File: config.mk
export PLATFORM = sky130hd
export DESIGN_NAME = eth_tx_framer_flat
export DESIGN_NICKNAME = d
export VERILOG_FILES = /design/src/rtl/eth_tx_framer_if.sv /design/src/rtl/eth_tx_framer.sv /design/src/flat_wrapper.sv
export SDC_FILE = /design/constraint.sdc
export NUM_CORES = 1
export LEC_CHECK = 0
export CORE_ASPECT_RATIO = 2
export CORE_MARGIN = 4
export CORE_UTILIZATION = 40
export DETAILED_ROUTE_END_ITERATION = 16
export GPL_TIMING_DRIVEN = 0
export HOLD_SLACK_MARGIN = 0.03
export PLACE_DENSITY = 0.71
export SLEW_MARGIN = 40
export SYNTH_ARGS = -nofsm -noshare
export SYNTH_HDL_FRONTEND = slang
export SYNTH_SLANG_ARGS = --single-unit
File: constraint.sdc
create_clock -name CLK -period 7.1 [get_ports CLK]
set_clock_uncertainty 0.1 [all_clocks]
set_input_delay 1.775 -clock CLK [delete_from_list [all_inputs] [get_ports CLK]]
set_output_delay 1.775 -clock CLK [all_outputs]
set_load 0.02 [all_outputs]
File: src/rtl/eth_tx_framer_if.sv
// Upstream nibble stream, MII transmit outputs and CRC calculator hookup for eth_tx_framer.
// slave  : the framer (consumes IN_*, drives OUT_*)
// master : the environment (upstream source, CRC block, MII sink)
// Signals:
//   IN_VALID/IN_DATA/IN_LAST/OUT_READY : upstream nibble handshake
//   OUT_TXEN/OUT_TXD                   : MII transmit nibble
//   OUT_CRC_CLR/ENA/DATA, IN_CRC       : external CRC-32 nibble calculator
//   OUT_BUSY/OUT_UNDERRUN              : status
interface eth_tx_framer_if;
    logic        IN_VALID;
    logic [3:0]  IN_DATA;
    logic        IN_LAST;
    logic        OUT_READY;
    logic        OUT_TXEN;
    logic [3:0]  OUT_TXD;
    logic        OUT_CRC_CLR;
    logic        OUT_CRC_ENA;
    logic [3:0]  OUT_CRC_DATA;
    logic [31:0] IN_CRC;
    logic        OUT_BUSY;
    logic        OUT_UNDERRUN;

    modport master (
        output IN_VALID, IN_DATA, IN_LAST, IN_CRC,
        input  OUT_READY, OUT_TXEN, OUT_TXD, OUT_CRC_CLR, OUT_CRC_ENA,
               OUT_CRC_DATA, OUT_BUSY, OUT_UNDERRUN
    );

    modport slave (
        input  IN_VALID, IN_DATA, IN_LAST, IN_CRC,
        output OUT_READY, OUT_TXEN, OUT_TXD, OUT_CRC_CLR, OUT_CRC_ENA,
               OUT_CRC_DATA, OUT_BUSY, OUT_UNDERRUN
    );
endinterface

File: src/rtl/eth_tx_framer.sv
// MII transmit framer: preamble/SFD, payload, zero pad to minimum size, FCS, inter-frame gap.
// Ports:
//   CLK   : clock, one nibble per cycle
//   RESET : synchronous, active-high
//   bus   : eth_tx_framer_if.slave (upstream stream, MII outputs, external CRC hookup)
// OUT_TXEN/OUT_TXD/OUT_UNDERRUN are registered; OUT_READY, OUT_BUSY and OUT_CRC_CLR
// decode the state register; OUT_CRC_ENA/OUT_CRC_DATA follow IN_VALID/IN_DATA in DATA.
module eth_tx_framer #(
    parameter int unsigned PREAMBLE_NIBBLES = 15,
    parameter int unsigned MIN_NIBBLES      = 120,
    parameter int unsigned IFG_NIBBLES      = 24
) (
    input  logic           CLK,
    input  logic           RESET,
    eth_tx_framer_if.slave bus
);

    localparam int unsigned NIB_W       = 12;
    localparam int unsigned FCS_NIBBLES = 8;
    localparam int unsigned CNT_MAX0    = (IFG_NIBBLES > PREAMBLE_NIBBLES) ? IFG_NIBBLES
                                                                           : PREAMBLE_NIBBLES;
    localparam int unsigned CNT_MAX     = (CNT_MAX0 > FCS_NIBBLES) ? CNT_MAX0 : FCS_NIBBLES;
    localparam int unsigned CNT_W       = $clog2(CNT_MAX + 1);

    localparam logic [NIB_W-1:0] NIB_SAT = '1;

    typedef enum logic [2:0] {
        S_IDLE,
        S_PREAMBLE,
        S_DATA,
        S_PAD,
        S_FCS,
        S_IFG
    } state_e;

    state_e           state_q,    state_d;
    logic [CNT_W-1:0] cnt_q,      cnt_d;
    logic [NIB_W-1:0] nib_cnt_q,  nib_cnt_d;
    logic [31:0]      fcs_q,      fcs_d;
    logic             txen_q,     txen_d;
    logic [3:0]       txd_q,      txd_d;
    logic             underrun_q, underrun_d;

    logic             crc_ena_c;
    logic [3:0]       crc_data_c;
    logic [NIB_W-1:0] nib_inc_c;
    logic [31:0]      fcs_word_c;
    logic [3:0]       fcs_slice_c;
    logic [3:0]       fcs_nib_c;

    // Saturating payload nibble count after one more nibble.
    assign nib_inc_c = (nib_cnt_q == NIB_SAT) ? nib_cnt_q : nib_cnt_q + NIB_W'(1);

    // The CRC result is live on the first FCS cycle; later nibbles come from the snapshot.
    assign fcs_word_c = (cnt_q == '0) ? bus.IN_CRC : fcs_q;

    // FCS nibble k takes C[31-4k] onto TXD[0], so each 4-bit slice goes out bit-reversed.
    always_comb begin
        fcs_slice_c = fcs_word_c[31:28];
        unique case (cnt_q[2:0])
            3'd0:    fcs_slice_c = fcs_word_c[31:28];
            3'd1:    fcs_slice_c = fcs_word_c[27:24];
            3'd2:    fcs_slice_c = fcs_word_c[23:20];
            3'd3:    fcs_slice_c = fcs_word_c[19:16];
            3'd4:    fcs_slice_c = fcs_word_c[15:12];
            3'd5:    fcs_slice_c = fcs_word_c[11:8];
            3'd6:    fcs_slice_c = fcs_word_c[7:4];
            3'd7:    fcs_slice_c = fcs_word_c[3:0];
            default: fcs_slice_c = fcs_word_c[31:28];
        endcase
        fcs_nib_c = {fcs_slice_c[0], fcs_slice_c[1], fcs_slice_c[2], fcs_slice_c[3]};
    end

    // State register and registered outputs.
    always_ff @(posedge CLK) begin
        if (RESET) begin
            state_q    <= S_IDLE;
            cnt_q      <= '0;
            nib_cnt_q  <= '0;
            fcs_q      <= '0;
            txen_q     <= 1'b0;
            txd_q      <= 4'h0;
            underrun_q <= 1'b0;
        end else begin
            state_q    <= state_d;
            cnt_q      <= cnt_d;
            nib_cnt_q  <= nib_cnt_d;
            fcs_q      <= fcs_d;
            txen_q     <= txen_d;
            txd_q      <= txd_d;
            underrun_q <= underrun_d;
        end
    end

    // Next-state and next-output decode.
    always_comb begin
        state_d    = state_q;
        cnt_d      = cnt_q;
        nib_cnt_d  = nib_cnt_q;
        fcs_d      = fcs_q;
        txen_d     = 1'b0;
        txd_d      = 4'h0;
        underrun_d = 1'b0;
        crc_ena_c  = 1'b0;
        crc_data_c = 4'h0;

        unique case (state_q)
            S_IDLE: begin
                // Launch the first preamble nibble here so that back-to-back frames
                // are separated by exactly IFG_NIBBLES idle cycles on the wire.
                if (bus.IN_VALID) begin
                    txen_d  = 1'b1;
                    txd_d   = 4'h5;
                    cnt_d   = CNT_W'(1);
                    state_d = S_PREAMBLE;
                end
            end

            S_PREAMBLE: begin
                txen_d    = 1'b1;
                nib_cnt_d = '0;
                if (cnt_q == CNT_W'(PREAMBLE_NIBBLES)) begin
                    txd_d   = 4'hD;
                    cnt_d   = '0;
                    state_d = S_DATA;
                end else begin
                    txd_d = 4'h5;
                    cnt_d = cnt_q + CNT_W'(1);
                end
            end

            S_DATA: begin
                if (bus.IN_VALID) begin
                    txen_d     = 1'b1;
                    txd_d      = bus.IN_DATA;
                    crc_ena_c  = 1'b1;
                    crc_data_c = bus.IN_DATA;
                    nib_cnt_d  = nib_inc_c;
                    if (bus.IN_LAST) begin
                        cnt_d   = '0;
                        state_d = (nib_inc_c < NIB_W'(MIN_NIBBLES)) ? S_PAD : S_FCS;
                    end
                end else begin
                    // Starved mid-frame: abort without FCS, still honour the gap.
                    underrun_d = 1'b1;
                    cnt_d      = '0;
                    state_d    = S_IFG;
                end
            end

            S_PAD: begin
                txen_d     = 1'b1;
                crc_ena_c  = 1'b1;
                nib_cnt_d  = nib_inc_c;
                if (nib_inc_c >= NIB_W'(MIN_NIBBLES)) begin
                    cnt_d   = '0;
                    state_d = S_FCS;
                end
            end

            S_FCS: begin
                txen_d = 1'b1;
                txd_d  = fcs_nib_c;
                if (cnt_q == '0) begin
                    fcs_d = bus.IN_CRC;
                end
                if (cnt_q == CNT_W'(FCS_NIBBLES - 1)) begin
                    cnt_d   = '0;
                    state_d = S_IFG;
                end else begin
                    cnt_d = cnt_q + CNT_W'(1);
                end
            end

            S_IFG: begin
                if (cnt_q == CNT_W'(IFG_NIBBLES - 1)) begin
                    cnt_d   = '0;
                    state_d = S_IDLE;
                end else begin
                    cnt_d = cnt_q + CNT_W'(1);
                end
            end

            default: begin
                cnt_d   = '0;
                state_d = S_IDLE;
            end
        endcase
    end

    assign bus.OUT_READY    = (state_q == S_DATA);
    assign bus.OUT_TXEN     = txen_q;
    assign bus.OUT_TXD      = txd_q;
    assign bus.OUT_CRC_CLR  = (state_q == S_PREAMBLE);
    assign bus.OUT_CRC_ENA  = crc_ena_c;
    assign bus.OUT_CRC_DATA = crc_data_c;
    assign bus.OUT_BUSY     = (state_q != S_IDLE);
    assign bus.OUT_UNDERRUN = underrun_q;

endmodule

File: src/flat_wrapper.sv
// flat-port wrapper written by rule: the top's interface ports become plain ports
module eth_tx_framer_flat 
#(
    parameter int unsigned PREAMBLE_NIBBLES = 15,
    parameter int unsigned MIN_NIBBLES      = 120,
    parameter int unsigned IFG_NIBBLES      = 24
)
  (CLK, RESET, bus_IN_VALID, bus_IN_DATA, bus_IN_LAST, bus_IN_CRC, bus_OUT_READY, bus_OUT_TXEN, bus_OUT_TXD, bus_OUT_CRC_CLR, bus_OUT_CRC_ENA, bus_OUT_CRC_DATA, bus_OUT_BUSY, bus_OUT_UNDERRUN);
  eth_tx_framer_if bus_i ();
  input  logic CLK;
  input  logic RESET;
  input wire logic [$bits(bus_i.IN_VALID)-1:0] bus_IN_VALID;
  input wire logic [$bits(bus_i.IN_DATA)-1:0] bus_IN_DATA;
  input wire logic [$bits(bus_i.IN_LAST)-1:0] bus_IN_LAST;
  input wire logic [$bits(bus_i.IN_CRC)-1:0] bus_IN_CRC;
  output wire logic [$bits(bus_i.OUT_READY)-1:0] bus_OUT_READY;
  output wire logic [$bits(bus_i.OUT_TXEN)-1:0] bus_OUT_TXEN;
  output wire logic [$bits(bus_i.OUT_TXD)-1:0] bus_OUT_TXD;
  output wire logic [$bits(bus_i.OUT_CRC_CLR)-1:0] bus_OUT_CRC_CLR;
  output wire logic [$bits(bus_i.OUT_CRC_ENA)-1:0] bus_OUT_CRC_ENA;
  output wire logic [$bits(bus_i.OUT_CRC_DATA)-1:0] bus_OUT_CRC_DATA;
  output wire logic [$bits(bus_i.OUT_BUSY)-1:0] bus_OUT_BUSY;
  output wire logic [$bits(bus_i.OUT_UNDERRUN)-1:0] bus_OUT_UNDERRUN;
  assign bus_i.IN_VALID = bus_IN_VALID;
  assign bus_i.IN_DATA = bus_IN_DATA;
  assign bus_i.IN_LAST = bus_IN_LAST;
  assign bus_i.IN_CRC = bus_IN_CRC;
  assign bus_OUT_READY = bus_i.OUT_READY;
  assign bus_OUT_TXEN = bus_i.OUT_TXEN;
  assign bus_OUT_TXD = bus_i.OUT_TXD;
  assign bus_OUT_CRC_CLR = bus_i.OUT_CRC_CLR;
  assign bus_OUT_CRC_ENA = bus_i.OUT_CRC_ENA;
  assign bus_OUT_CRC_DATA = bus_i.OUT_CRC_DATA;
  assign bus_OUT_BUSY = bus_i.OUT_BUSY;
  assign bus_OUT_UNDERRUN = bus_i.OUT_UNDERRUN;
  eth_tx_framer #(.PREAMBLE_NIBBLES(PREAMBLE_NIBBLES), .MIN_NIBBLES(MIN_NIBBLES), .IFG_NIBBLES(IFG_NIBBLES)) u_core (.CLK(CLK), .RESET(RESET), .bus(bus_i));
endmodule
-- Word-level counts from Yosys, hierarchy flattened
Cells that the tools add are included.
- logic and storage cells: 77
- output and inout bits: 14
- register bits: 58
- input bits: 40
- $lt $le $gt $ge: 2
- multiplexer cells: 31
- reduce and logical (&&, ||, !) cells: 11
- add/subtract/negate cells: 2
- equal/unequal tests: 23
- bitwise operators: 1
- operator list (cell ; number):
    case mux 12 bit (3 select lines) ; 1
    2-to-1 mux 5 bit ; 7
    2-to-1 mux 32 bit ; 1
    case mux 4 bit (8 select lines) ; 1
    case mux 5 bit (6 select lines) ; 1
    2-to-1 mux 3 bit ; 9
    2-to-1 mux 12 bit ; 2
    == test 3 bit (second input constant) ; 6
    case mux 3 bit (6 select lines) ; 1
    case mux 4 bit (4 select lines) ; 1
    adder 12 x 1 -> 12 bit (second input constant) ; 1
    == test 12 bit (second input constant) ; 1
    == test 3 x 2 -> 1 bit (second input constant) ; 4
    >= comparator 12 x 7 -> 1 bit (second input constant) ; 1
    less-than comparator 12 x 7 -> 1 bit (second input constant) ; 1
    2-to-1 mux 4 bit ; 3
    inequality test 2 x 1 -> 1 bit (second input constant) ; 4
    == test 3 x 1 -> 1 bit (second input constant) ; 2
    logical NOT 3 bit ; 2
    AND reduction 6 bit ; 1
    nonzero test 3 bit ; 2
    adder 5 x 1 -> 5 bit (second input constant) ; 1
    == test 5 x 3 -> 1 bit (second input constant) ; 1
    == test 5 x 4 -> 1 bit (second input constant) ; 1
    other kinds (11) ; 15

-- Longest topological paths before layout
- depth after elaboration: 7
- gate-level depth with buffers: 11
- gate-level depth less buffers: 9

-- Worst setup path after synthesis
No wires, ideal clock.
- path kind: input -> output
- start: in bus_IN_VALID
- end: out bus_OUT_CRC_ENA
- arrival: 2.766 ns
- required time: 5.225 ns
- path buffers: 2
- stages: 4
- setup slack: 2.459 ns
- cells stage by stage: clkbuf_1 nor2_1 nor2_1 clkbuf_1
- longest elaborated chain between the ends: 2
- RTL lines (item ; RTL line ; text):
    start: declaration ; flat_wrapper.sv:12 ; input wire logic [$bits(bus_i.IN_VALID)-1:0] bus_IN_VALID;
    2-to-1 mux 1 bit ; eth_tx_framer.sv:133 ; if (bus.IN_VALID) begin
    case mux 1 bit (2 select lines) ; eth_tx_framer.sv:107 ; unique case (state_q)
    end: declaration ; flat_wrapper.sv:20 ; output wire logic [$bits(bus_i.OUT_CRC_ENA)-1:0] bus_OUT_CRC_ENA;
Every way passes these cells.

-- Worst setup path in the final report
Same ends and word-level chain as after synthesis.

==> flow_metrics.py <==
metrics = {
    "status": {
        "status": "complete, no violations",
    },
    "logic_synthesis": {
        "synth_edf_count": 0,
        "synth-seq-cells": 58,
        "avgSynthCellArea_um2": 7.53,
        "synth_cells": 419,
        "synth_top_flop_cell": "dfxtp_1",
        "ys_warn_count": 0,
        "ys_top_cells_by_count": "103 x nand2_1, 58 x dfxtp_1, 55 x a21oi_1",
        "synth_top_area_frac": 0.368,
        "seq_area_frac_synth": 0.368,
        "yosys.cell_count.top_type": "nand2_1",
        "synth_area_um2": 3150,
        "yosys-top-cells-area": "dfxtp_1 37%, nand2_1 12%, a21oi_1 8.7%",
        "synthDistinctLibCells": 51,
        "synth_top_area_cell": "dfxtp_1",
        "synth_fp_nets": 468,
        "synthArstFlopShare": 0,
    },
    "clocking": {
        "cts_tree": "done",
        "hold_buffers": 0,
        "clk_path_buf_depth": 2,
        "cts.clk_slew.worst_paths_ns": 0.05,
        "clkLatencyLatePin_ns": 0.33,
        "cts_max_level": 3,
        "root_buffer": "clkbuf_16",
        "cts_setup_buffers": 0,
        "cts.repair.resized": 0,
        "clock-sinks": 58,
        "numCtsBuffers": 9,
    },
    "sta": {
        "timing.final.ws_setup_ns": 1.00,
        "period_minus_slack_ns": 6.10,
        "hold_viol_final": 0,
        "maxSlewViolCount": 0,
        "setup-violations-final": 0,
        "timing.fmax_mhz": 164,
        "period_share": 0.859,
        "rsz0062_at_grt": "false",
        "worst_slew_pin_slew_ns": 0.708,
        "setup-tns-final_ns": 0,
        "slew-limit-headroom": 0.522,
    },
    "drt": {
        "drtPass1Iterations": 4,
        "ant_nets": 0,
        "drc": 0,
        "drt-initial-drc-count": 332,
        "drt-total-wl_um": 9420,
        "wl_met1_um": 3350,
        "wl_met3_um": 449,
        "wl_per_cell_um": 16.2,
        "viasPerCell": 5.75,
        "dr_wl_met2_um": 5010,
        "routed-via-count": 3337,
        "maxUsedRoutingLayer": "met4",
    },
    "place": {
        "place_congestion": 0.965,
        "dpl_worst_slack_ns": 1.03,
        "port_buffers": 52,
        "dp_cells": 565,
        "dp_hpwl_um": 7360,
    },
    "setup_path": {
        "critPathMaxFanout": 10,
        "rrSetupSlack_ns": 3.85,
        "path_class": "in -> out",
        "cp.arrival_ns": 4.22,
        "r2r_end": "u_core.bus.OUT_TXD[3]$_SDFF_PP0_",
        "cp-start-kind": "primary input",
        "crit_required_ns": 5.22,
        "crit_start": "bus_IN_VALID",
        "r2r-start": "u_core.cnt_q[0]$_SDFFE_PP0P_",
        "end_kind": "output pin",
        "crit_end": "bus_OUT_CRC_ENA",
        "r2r_cells": 9,
    },
    "die": {
        "rows": 45,
        "dieArea_um2": 9460,
        "initial_core_util": 0.412,
        "die_h_um": 134,
        "top_level_ports": 54,
        "fp.coreArea_um2": 7660,
        "fp.dieW_um": 70.8,
    },
    "power_and_ir_drop": {
        "p_int_w": 0.000852,
        "p_total_w": 0.00134,
        "p_clk_frac": 0.332,
        "switching_share": 0.362,
        "switching_power_w": 0.000484,
        "power_leakage_nw": 1.50,
        "powerDensity_nw_per_um2": 325,
        "peakVddDrop_uv": 228,
        "power_frac_comb": 0.382,
        "p_seq_frac": 0.285,
    },
    "final_layout": {
        "syn_to_final_growth_pct": 30.3,
        "fillers": 772,
        "nets": 531,
        "final_core_util": 0.537,
        "diodes": 0,
        "final_cells": 580,
        "drive_above_1_share": 0.0556,
    },
    "global_route": {
        "grt_pass1_wl_um": 15000,
        "grt_pass1_vias": 3261,
        "grt.total_usage": 0.202,
        "grt.overflow.total": 0,
        "antenna_found_initial": 0,
        "grt_max_degree": 11,
    },
    "min_path": {
        "hp-class": "reg -> reg",
        "holdPathStages": 2,
    },
    "job": {
        "maxCapViolCount": 0,
    },
}
power groups by stage:
stage	Combinational [W]	Sequential (W)	Clock [W]
after floorplan	0.000323	0.000393	0
after global placement	0.000496	0.000386	0
after detailed placement	0.000503	0.000387	0
after CTS	0.000506	0.000381	0.000452
after global routing	0.000551	0.000385	0.000466
final	0.000511	0.000381	0.000444
worst min-delay path by stage:
stage,startpoint,endpoint,slack [ns]
global route,u_core.fcs_q[19]$_SDFFE_PP0P_,u_core.fcs_q[19]$_SDFFE_PP0P_,0.37
finish,u_core.fcs_q[26]$_SDFFE_PP0P_,u_core.fcs_q[26]$_SDFFE_PP0P_,0.35
floorplan,u_core.fcs_q[16]$_SDFFE_PP0P_,u_core.fcs_q[16]$_SDFFE_PP0P_,0.34
detailed placement,u_core.fcs_q[22]$_SDFFE_PP0P_,u_core.fcs_q[22]$_SDFFE_PP0P_,0.35
CTS,u_core.fcs_q[22]$_SDFFE_PP0P_,u_core.fcs_q[22]$_SDFFE_PP0P_,0.35
global placement,u_core.fcs_q[23]$_SDFFE_PP0P_,u_core.fcs_q[23]$_SDFFE_PP0P_,0.34
cell usage in the layout (no fill, tap or decap), types with 2 or more instances in the layout:
master and count:
a211oi_1 6, a21boi_0 2, a21oi_1 55, a222oi_1 4, a22oi_1 2, a311oi_1 2
a31oi_1 9, a41oi_1 3, and2_1 3, and3_1 7, and4_1 2, buf_2 3
clkbuf_1 22, clkbuf_16 9, clkbuf_8 3, clkdlybuf4s50_1 52, dfxtp_1 58, ha_1 9
inv_1 12, mux2i_1 15, nand2_1 103, nand2b_1 4, nand3_1 9, nand3b_1 2
nand4_1 4, nor2_1 21, nor3_1 13, nor4_1 2, o21ai_0 10, o21bai_1 2
o22ai_1 7, o31ai_1 3, o41ai_1 2, xor2_1 3
flip-flops by register name, indices dropped and copies added (netlist names):
signal and count:
u_core.bus.OUT_UNDERRUN 1, u_core.nib_cnt_q 12, u_core.cnt_q 5, u_core.state_q 3
u_core.bus.OUT_TXD 4, u_core.fcs_q 32, u_core.bus.OUT_TXEN 1
cell families (layout without fill, tap and decap cells):
logic type | after synthesis | after routing | synth area share
AOI/OAI and AO/OA | 116 | 116 | 0.228
adders and majority gates | 9 | 9 | 0.0357
buffers and inverters | 37 | 104 | 0.0452
DFF | 58 | 58 | 0.368
muxes | 16 | 16 | 0.0512
and+or+nand+nor | 179 | 179 | 0.261
xor gates and xnor gates | 4 | 4 | 0.0111
stage by stage:
stage / cell area, um^2 / hold WS [ns]
6_report: 4110 / 0.352
3_5_place_dp: 3800 / 0.348
2_1_floorplan: 3150 / 0.336
4_1_cts: 4110 / 0.354
3_3_place_gp: 3790 / 0.341
5_1_grt: 4110 / 0.371
layout make-up:
cell class                 count  area, um^2  area share
multi-input combinational    324        1860       0.453
sequential                    58        1160       0.283
timing repair buffer          52         520       0.127
clock buffer                  13         270      0.0658
tap                           94         118      0.0286
buffer                        24        93.8      0.0228
inverter                      13        48.8      0.0119
clock inverter                 2        35.0     0.00853
critical path, stage by stage:
cell and delay (ns):
clkdlybuf4s50_1 0.48, clkbuf_1 0.37, nor2_1 0.07, nor2_1 0.41
clkbuf_1 0.42, clkdlybuf4s50_1 0.69
metal layers:
| layer | track usage | vias up |
|---|---|---|
| met5 | 0 | - |
| met2 | 0.371 | 136 |
| met1 | 0.189 | 1536 |
| met3 | 0.0476 | 39 |
| met4 | 0.142 | 0 |
| li1 | - | 1626 |
(Power assumes the default switching activity.)
